$ cat src/rtl/amstrad_wait_gen.sv
// Bus-slot strobe and Z80 wait-state generator for the Amstrad motherboard.
// Each CPU access is held until the next slot boundary; I/O and INTack get extra whole slots.
module amstrad_wait_gen #(
    parameter int  SLOT_LEN   = 4,
    parameter int  SLOT_PHASE = 0,
    parameter int  IO_EXTRA   = 1,
    parameter int  CNT_W      = 16,
    localparam int IDX_W      = $clog2(SLOT_LEN)
) (
    input  logic             clk,
    input  logic             reset_n,
    input  logic             ce,
    input  logic             no_wait,
    input  logic             mreq_n,
    input  logic             iorq_n,
    input  logic             rfsh_n,
    input  logic             m1_n,
    input  logic             cnt_clr,
    output logic [IDX_W-1:0] slot_idx,
    output logic             slot_start,
    output logic             wait_n,
    output logic             busy,
    output logic [CNT_W-1:0] stall_cnt
);

    typedef enum logic [1:0] {
        IDLE,
        WAIT_SLOT,
        WAIT_EXTRA
    } state_t;

    localparam logic [1:0] EXTRA_IO    = 2'(IO_EXTRA);
    localparam logic [1:0] EXTRA_IO_M1 = 2'(IO_EXTRA - 1);

    state_t     state;
    logic [1:0] extra;
    logic       acc_q;
    logic       acc;
    logic       start;
    logic       io_cyc;

    // acc is 1 when the bus is idle; refresh cycles never count as accesses.
    assign acc        = (mreq_n | ~rfsh_n) & iorq_n;
    assign start      = ce & acc_q & ~acc;
    // INTack (M1 with IORQ) is already covered by IORQ alone; the second term is redundant by intent.
    assign io_cyc     = ~iorq_n | (~m1_n & ~iorq_n);
    assign slot_start = ce & (slot_idx == IDX_W'(SLOT_PHASE));

    // NOTE: every register uses non-blocking assignment and the asynchronous reset branch,
    // so a reset mid-wait releases the CPU without waiting for a clock.
    always_ff @(posedge clk or negedge reset_n) begin
        if (!reset_n) begin
            slot_idx <= '0;
        end else if (ce) begin
            if (slot_idx == IDX_W'(SLOT_LEN - 1)) begin
                slot_idx <= '0;
            end else begin
                slot_idx <= slot_idx + IDX_W'(1);
            end
        end
    end

    always_ff @(posedge clk or negedge reset_n) begin
        if (!reset_n) begin
            state  <= IDLE;
            wait_n <= 1'b1;
            busy   <= 1'b0;
            extra  <= 2'd0;
            acc_q  <= 1'b1;
        end else if (ce) begin
            acc_q <= acc;
            if (no_wait) begin
                state  <= IDLE;
                wait_n <= 1'b1;
                busy   <= 1'b0;
                extra  <= 2'd0;
            end else begin
                case (state)
                    IDLE: begin
                        if (start && !slot_start) begin
                            state  <= WAIT_SLOT;
                            wait_n <= 1'b0;
                            busy   <= 1'b1;
                            extra  <= io_cyc ? EXTRA_IO : 2'd0;
                        end else if (start && io_cyc && (IO_EXTRA > 0)) begin
                            // Start on a boundary: the slot wait is already over, only extras remain.
                            state  <= WAIT_EXTRA;
                            wait_n <= 1'b0;
                            busy   <= 1'b1;
                            extra  <= EXTRA_IO_M1;
                        end
                    end
                    WAIT_SLOT: begin
                        if (slot_start) begin
                            if (extra == 2'd0) begin
                                state  <= IDLE;
                                wait_n <= 1'b1;
                                busy   <= 1'b0;
                            end else begin
                                state <= WAIT_EXTRA;
                                extra <= extra - 2'd1;
                            end
                        end
                    end
                    WAIT_EXTRA: begin
                        if (slot_start) begin
                            if (extra == 2'd0) begin
                                state  <= IDLE;
                                wait_n <= 1'b1;
                                busy   <= 1'b0;
                            end else begin
                                extra <= extra - 2'd1;
                            end
                        end
                    end
                    default: begin
                        state  <= IDLE;
                        wait_n <= 1'b1;
                        busy   <= 1'b0;
                        extra  <= 2'd0;
                    end
                endcase
            end
        end
    end

    always_ff @(posedge clk or negedge reset_n) begin
        if (!reset_n) begin
            stall_cnt <= '0;
        end else if (cnt_clr) begin
            stall_cnt <= '0;
        end else if (ce && !wait_n && (stall_cnt != {CNT_W{1'b1}})) begin
            stall_cnt <= stall_cnt + CNT_W'(1);
        end
    end

endmodule
$ cat config.mk
export PLATFORM = sky130hd
export DESIGN_NAME = amstrad_wait_gen
export DESIGN_NICKNAME = d
export VERILOG_FILES = /design/src/rtl/amstrad_wait_gen.sv
export SDC_FILE = /design/constraint.sdc
export NUM_CORES = 1
export LEC_CHECK = 0
export ABC_AREA = 1
export BUFFER_PORTS_ARGS = -buffer_cell sky130_fd_sc_hd__buf_2
export CAP_MARGIN = 20
export CORE_MARGIN = 2
export CORE_UTILIZATION = 45
export DETAILED_ROUTE_END_ITERATION = 10
export PLACE_DENSITY = 0.67
export SLEW_MARGIN = 15
export SYNTH_ARGS = -nofsm -noshare
export SYNTH_HDL_FRONTEND = slang
export SYNTH_SLANG_ARGS = --single-unit
export TNS_END_PERCENT = 100
$ cat constraint.sdc
create_clock -name clk -period 2.1 [get_ports clk]
set_input_delay 0.42 -clock clk [delete_from_list [all_inputs] [get_ports clk]]
set_output_delay 0.42 -clock clk [all_outputs]
set_load 0.01 [all_outputs]
==> results of run 1 <==
worst max-delay path by stage:
stage,startpoint,slack [ns],end
finish,stall_cnt[0],0.27,stall_cnt[10]
global route,stall_cnt[0],0.03,stall_cnt[13]
CTS,stall_cnt[0],0.25,stall_cnt[11]
detailed placement,stall_cnt[0],0.31,stall_cnt[11]
global placement,stall_cnt[1],0.32,stall_cnt[11]
floorplan,stall_cnt[1],0.56,stall_cnt[2]
state kept, by name, indices dropped and copies added, names as in the netlist:
register   count
state          2
extra          2
stall_cnt     16
busy           1
slot_idx       2
wait_n         1
acc_q          1
layout make-up:
type | count | area (um^2)
clock buffer | 3 | 22.5
clock inverter | 1 | 8.76
fill | 339 | 1550
inverter | 27 | 101
multi-input combinational | 180 | 892
sequential | 25 | 628
tap | 46 | 57.6
timing repair buffer | 30 | 155
worst max-delay path, delay by kind of cell (launching register included):
kind	cells	cell delay [ns]
and+or+nand+nor	7	0.96
DFF	1	0.45
adders and majority gates	1	0.29
buffers and inverters	1	0.09
metrics by stage:
stage / setup slack, ns / instance area [um^2] / hold WS [ns] / instances
5_1_grt: 0.0254 / 1870 / 0.0732 / 312
4_1_cts: 0.245 / 1870 / 0.0561 / 312
3_5_place_dp: 0.314 / 1830 / 0.451 / 308
6_report: 0.267 / 1870 / 0.0375 / 312
2_1_floorplan: 0.556 / 1650 / 0.124 / 236
3_3_place_gp: 0.317 / 1830 / 0.449 / 308
logic make-up (layout without fill, tap and decap cells):
group / count (synthesis) / in the layout
AOI/OAI and AO/OA: 20 / 20
and+or+nand+nor: 147 / 147
adders and majority gates: 8 / 8
xor gates and xnor gates: 5 / 5
buffers and inverters: 31 / 61
DFF: 25 / 25
placed cells by master (no fill, tap or decap), types with 3 or more instances in the layout:
cell	instances
nand3_1	13
buf_2	28
nand2_1	83
ha_1	8
inv_1	25
dfrtp_1	23
xor2_1	5
nand4_1	13
nor2_2	4
o21bai_1	4
clkbuf_4	3
o21ai_0	6
o21ai_1	7
nor2_1	28
routing by layer:
layer,up-vias,routed length (um)
met5,-,0
met4,0,53
met3,5,106
met2,33,1430
met1,676,1880
li1,815,-
report_power, final:
part | internal, mW | switching [mW]
registers | 0.558 | 0.0553
logic | 0.172 | 0.295
clock network | 0.0778 | 0.161
==> results.txt, run 1 <==
Synth Register Bits: 25
Fin Clk Skew: 0.0146 ns
crit-path max FO: 14
GRT Overall Usage: 0.197
Max Cap Violations: 0
clock sinks: 25
Die Area: 4160 um^2
Initial Utilization: 0.482
clock buffer depth: 2
Routed wire per std cell: 11.1 um
num rows: 21
CTS Hold Bufs: 0
sequential share of the synthesized area: 0.381
HPWL after detailed placement: 2750 um
Final Util: 0.546
port bufs: 28
main area contributors after synthesis: dfrtp_1, nand2_1, nor2_1
crit path capture type: flip-flop
CTS clk-pin slew, worst paths: 0.16 ns
count leader, synth: nand2_1
Syn Nets: 253
worst-path cell chain: ha_1, nand3_2, inv_2, nand2_1, nor2_2, nor2_2, nor2_4, nand2_1, nand2_1
Slew HR: 0.633
Yosys cell types: 24
main combinational cell family by area after synthesis: simple AND/OR/NAND/NOR gates
outcome: complete, no violations
WL final: 3470 um
first-pass GRT wire length: 6420 um
Yosys Warn Count: 0
ys flop type: dfrtp_1
H-Tree Depth: 1
R2R Path Start: stall_cnt[0]
Max Slew Vio Count: 0
crit share post-route: 0.873
Least-Margin Pin Slew: 0.550 ns
Initial DRC Count: 81
RSZ-0062 raised after global routing: no
reg2reg path depth: 9
Post-CTS Setup Inserts: 0
total power: 1.32 mW
Fin. Hold Viols: 0
final setup fails: 0
Hold WC Path Type: in2async
die span in y: 64.5 um
critical path required time: 2.38 ns
Setup TNS Final: 0 ns
largest net degree at the start of global routing: 26
Setup CP Type: reg2reg
CP startpoint kind: flip-flop
cell accounting for the most synthesized area: dfrtp_1
Cell Pwr Density: 707 nW/um^2
# diodes: 0
Slowest-stage cell, CP: dfrtp_1
vias in the first global route: 1436
drt pass-1 iters: 4
CP max stage delay: 0.45 ns
Resize count post-CTS: 0
synthesized instance count: 236
fin crit period: 1.83 ns
Area Overhead vs Synth: 13.3%
I/O pins: 30
vias: 1529
number of synthesized flops with an enable pin: 0
Die Width: 64.5 um
post-DR vias/cell: 4.90
Fmax: 0.546 GHz
Adder-Cell Fraction of Synth Area: 0.0608
TritonCTS clock tree: yes
VDD IR max: 0.444 mV
share of layout cells above drive strength 1: 0.177
Leak: 0.984 nW
asr flop ratio synth: 1.00
RePlAce Congestion: 0.827
met2 usage: 0.288
Netlist Area Pre-Place: 1650 um^2
Most Frequent Cell on Critical Path: nand2_1
crit path DAT: 2.11 ns
initial antenna violation count: 0
DRC errors left: 0
xor-xnor portion of the synthesized cell area: 0.0266
post-route ant nets: 0
Num CTS Buffers: 3
Root Buffer: clkbuf_4
met1 usage in global routing: 0.300
clk_lat worst skew: 0.34 ns
most frequent cells after synthesis: nand2_1, nor2_1, inv_1, dfrtp_1
Synth top area share: 0.350
post-synthesis simple-gate area fraction: 0.386
core box area: 3420 um^2
multiplexer area fraction after synthesis: 0
total grt overflow: 0
Final #Nets: 284
reg2reg setup slack: 0.27 ns
Synth Area in Compound Gates: 0.0684
RR Endpoint: stall_cnt[10]
busiest grt layer: met1
met3 GRT Util: 0.0208
synthesized area per cell: 6.98 um^2
Note: power is estimated with default switching activity, not from simulation.
==> inputs of run 2 (changes only) <==
==> constraint.sdc (replaced) <==
create_clock -name clk -period 2.33 [get_ports clk]
set_input_delay 0.466 -clock clk [delete_from_list [all_inputs] [get_ports clk]]
set_output_delay 0.466 -clock clk [all_outputs]
set_load 0.01 [all_outputs]
==> run 2 against run 1 <==
Compared with the run above:
- setup slack improved by 0.26 ns
- critical endpoint is now stall_cnt[6]
- non-clock buffer count decreased by 1
- sequential cell count unchanged
- cell count shrank 0.32%
==> results.txt, run 2 (synthesis gave the netlist of run 1 again) <==
Root Buffer: clkbuf_4
crit path DAT: 2.08 ns (-0.03 ns)
share of layout cells above drive strength 1: 0.174 (-0.00311)
I/O pins: 30 (unchanged)
clock buffer depth: 2 (unchanged)
critical path required time: 2.61 ns (+0.23 ns)
final setup fails: 0 (unchanged)
total grt overflow: 0 (unchanged)
num rows: 21 (unchanged)
TritonCTS clock tree: yes
Fin. Hold Viols: 0 (unchanged)
Biggest register: stall_cnt
Slew HR: 0.618 (-0.0158)
Setup TNS Final: 0 ns (unchanged)
Hold WC Path Type: in2async
outcome: complete, no violations
HPWL after detailed placement: 2670 um (-2.7%)
Hold WS: 0.107 ns (+0.0696 ns)
Max Cap Violations: 0 (unchanged)
fin crit period: 1.81 ns (-0.0265 ns)
Fmax: 0.554 GHz (+1.5%)
VDD IR max: 0.473 mV (+6.6%)
Num CTS Buffers: 3 (unchanged)
Max Slew Vio Count: 0 (unchanged)
Routed wire per std cell: 11.2 um (+0.96%)
met2 usage: 0.286 (-0.00130)
die span in y: 64.5 um (unchanged)
clock sinks: 25 (unchanged)
crit-path max FO: 14 (unchanged)
reg2reg path depth: 9 (unchanged)
port bufs: 28 (unchanged)
most frequent cells in the layout: nand2_1, nor2_1, buf_2
CP startpoint kind: flip-flop
post-route ant nets: 0 (unchanged)
Least-Margin Pin Slew: 0.573 ns (+0.0236 ns)
CP startpoint: stall_cnt[1]
# diodes: 0 (unchanged)
Leak: 0.979 nW (-0.49%)
CTS Hold Bufs: 0 (unchanged)
WL final: 3490 um (+0.63%)
post-DR vias/cell: 4.93 (+0.58%)
vias: 1533 (+0.26%)
R2R Path Start: stall_cnt[1]
CTS clk-pin slew, worst paths: 0.15 ns (about the same)
clk_lat worst skew: 0.32 ns (-0.02 ns)
largest net degree at the start of global routing: 26 (unchanged)
Fin Clk Skew: 0.00164 ns (-0.0129 ns)
first-pass GRT wire length: 6510 um (+1.5%)
H-Tree Depth: 1 (unchanged)
Initial DRC Count: 75 (-7.4%)
core box area: 3420 um^2 (unchanged)
Resize count post-CTS: 0 (unchanged)
RSZ-0062 raised after global routing: no
RePlAce Congestion: 0.829 (+0.27%)
vias in the first global route: 1398 (-2.6%)
drt pass-1 iters: 5 (+1)
crit share post-route: 0.775 (-0.0975)
Die Width: 64.5 um (unchanged)
initial antenna violation count: 0 (unchanged)
Initial Utilization: 0.482 (unchanged)
GRT Overall Usage: 0.197 (about the same)
DRC errors left: 0 (unchanged)
Area Overhead vs Synth: 12.8%
met3 GRT Util: 0.0260 (+0.00521)
Final #Nets: 283 (-0.35%)
met1 usage in global routing: 0.309 (+0.00914)
Setup CP Type: reg2reg
Die Area: 4160 um^2 (unchanged)
crit path capture type: flip-flop
Post-CTS Setup Inserts: 0 (unchanged)
Cell Pwr Density: 636 nW/um^2 (-10%)
max reg flops: 16 (unchanged)
busiest grt layer: met1
commonest non-fill, non-tap cell in the layout: nand2_1
==> run 2: metrics by stage <==
stage | cell area (um^2) | power [mW] | setup WS [ns] | util | instances
3_5_place_dp | 1830 | 0.980 | 0.562 | 0.535 | 307
5_1_grt | 1860 | 1.30 | 0.313 | 0.544 | 311
6_report | 1860 | 1.18 | 0.524 | 0.544 | 311
4_1_cts | 1860 | 1.20 | 0.508 | 0.544 | 311
3_3_place_gp | 1830 | 0.975 | 0.617 | 0.535 | 307
2_1_floorplan | 1650 | 0.853 | 0.786 | - | 236
==> run 2: worst paths after layout <==
kind | to | slack [ns]
max | stall_cnt[6] | 0.52
min | state[1] | 0.11
max reg2reg | stall_cnt[6] | 0.52
min reg2reg | wait_n | 0.50
max in group asynchronous | wait_n | 1.84
min in group clk | stall_cnt[8] | 0.41
==> run 2: critical path: stages (launching register included) <==
cell and delay [ns]:
dfrtp_1 0.45, ha_1 0.30, nand3_2 0.16, inv_2 0.09
nand2_1 0.07, nor2_2 0.15, nor2_2 0.07, nor2_4 0.29
nand2_1 0.10, nand2_1 0.08
==> run 2: area by class of cell <==
class | instances | area, um^2
inverters | 27 | 101
fillers | 351 | 1560
multi-input cells | 180 | 892
repair buffers | 29 | 148
flip-flops and latches | 25 | 628
clock inverters | 1 | 8.76
clock buffers | 3 | 22.5
well taps | 46 | 57.6
==> run 2: metal layers <==
| layer | share of wire | vias to the layer above |
|---|---|---|
| li1 | - | 815 |
| met1 | 0.54 | 694 |
| met2 | 0.42 | 22 |
| met3 | 0.031 | 2 |
| met4 | 0.0052 | 0 |
| met5 | 0 | - |
==> run 2: report_power, final <==
part	internal, mW	switching (mW)	leakage [nW]
Clock	0.0700	0.142	0.0183
Sequential	0.503	0.0492	0.334
Combinational	0.152	0.266	0.627
Total	0.725	0.457	0.979
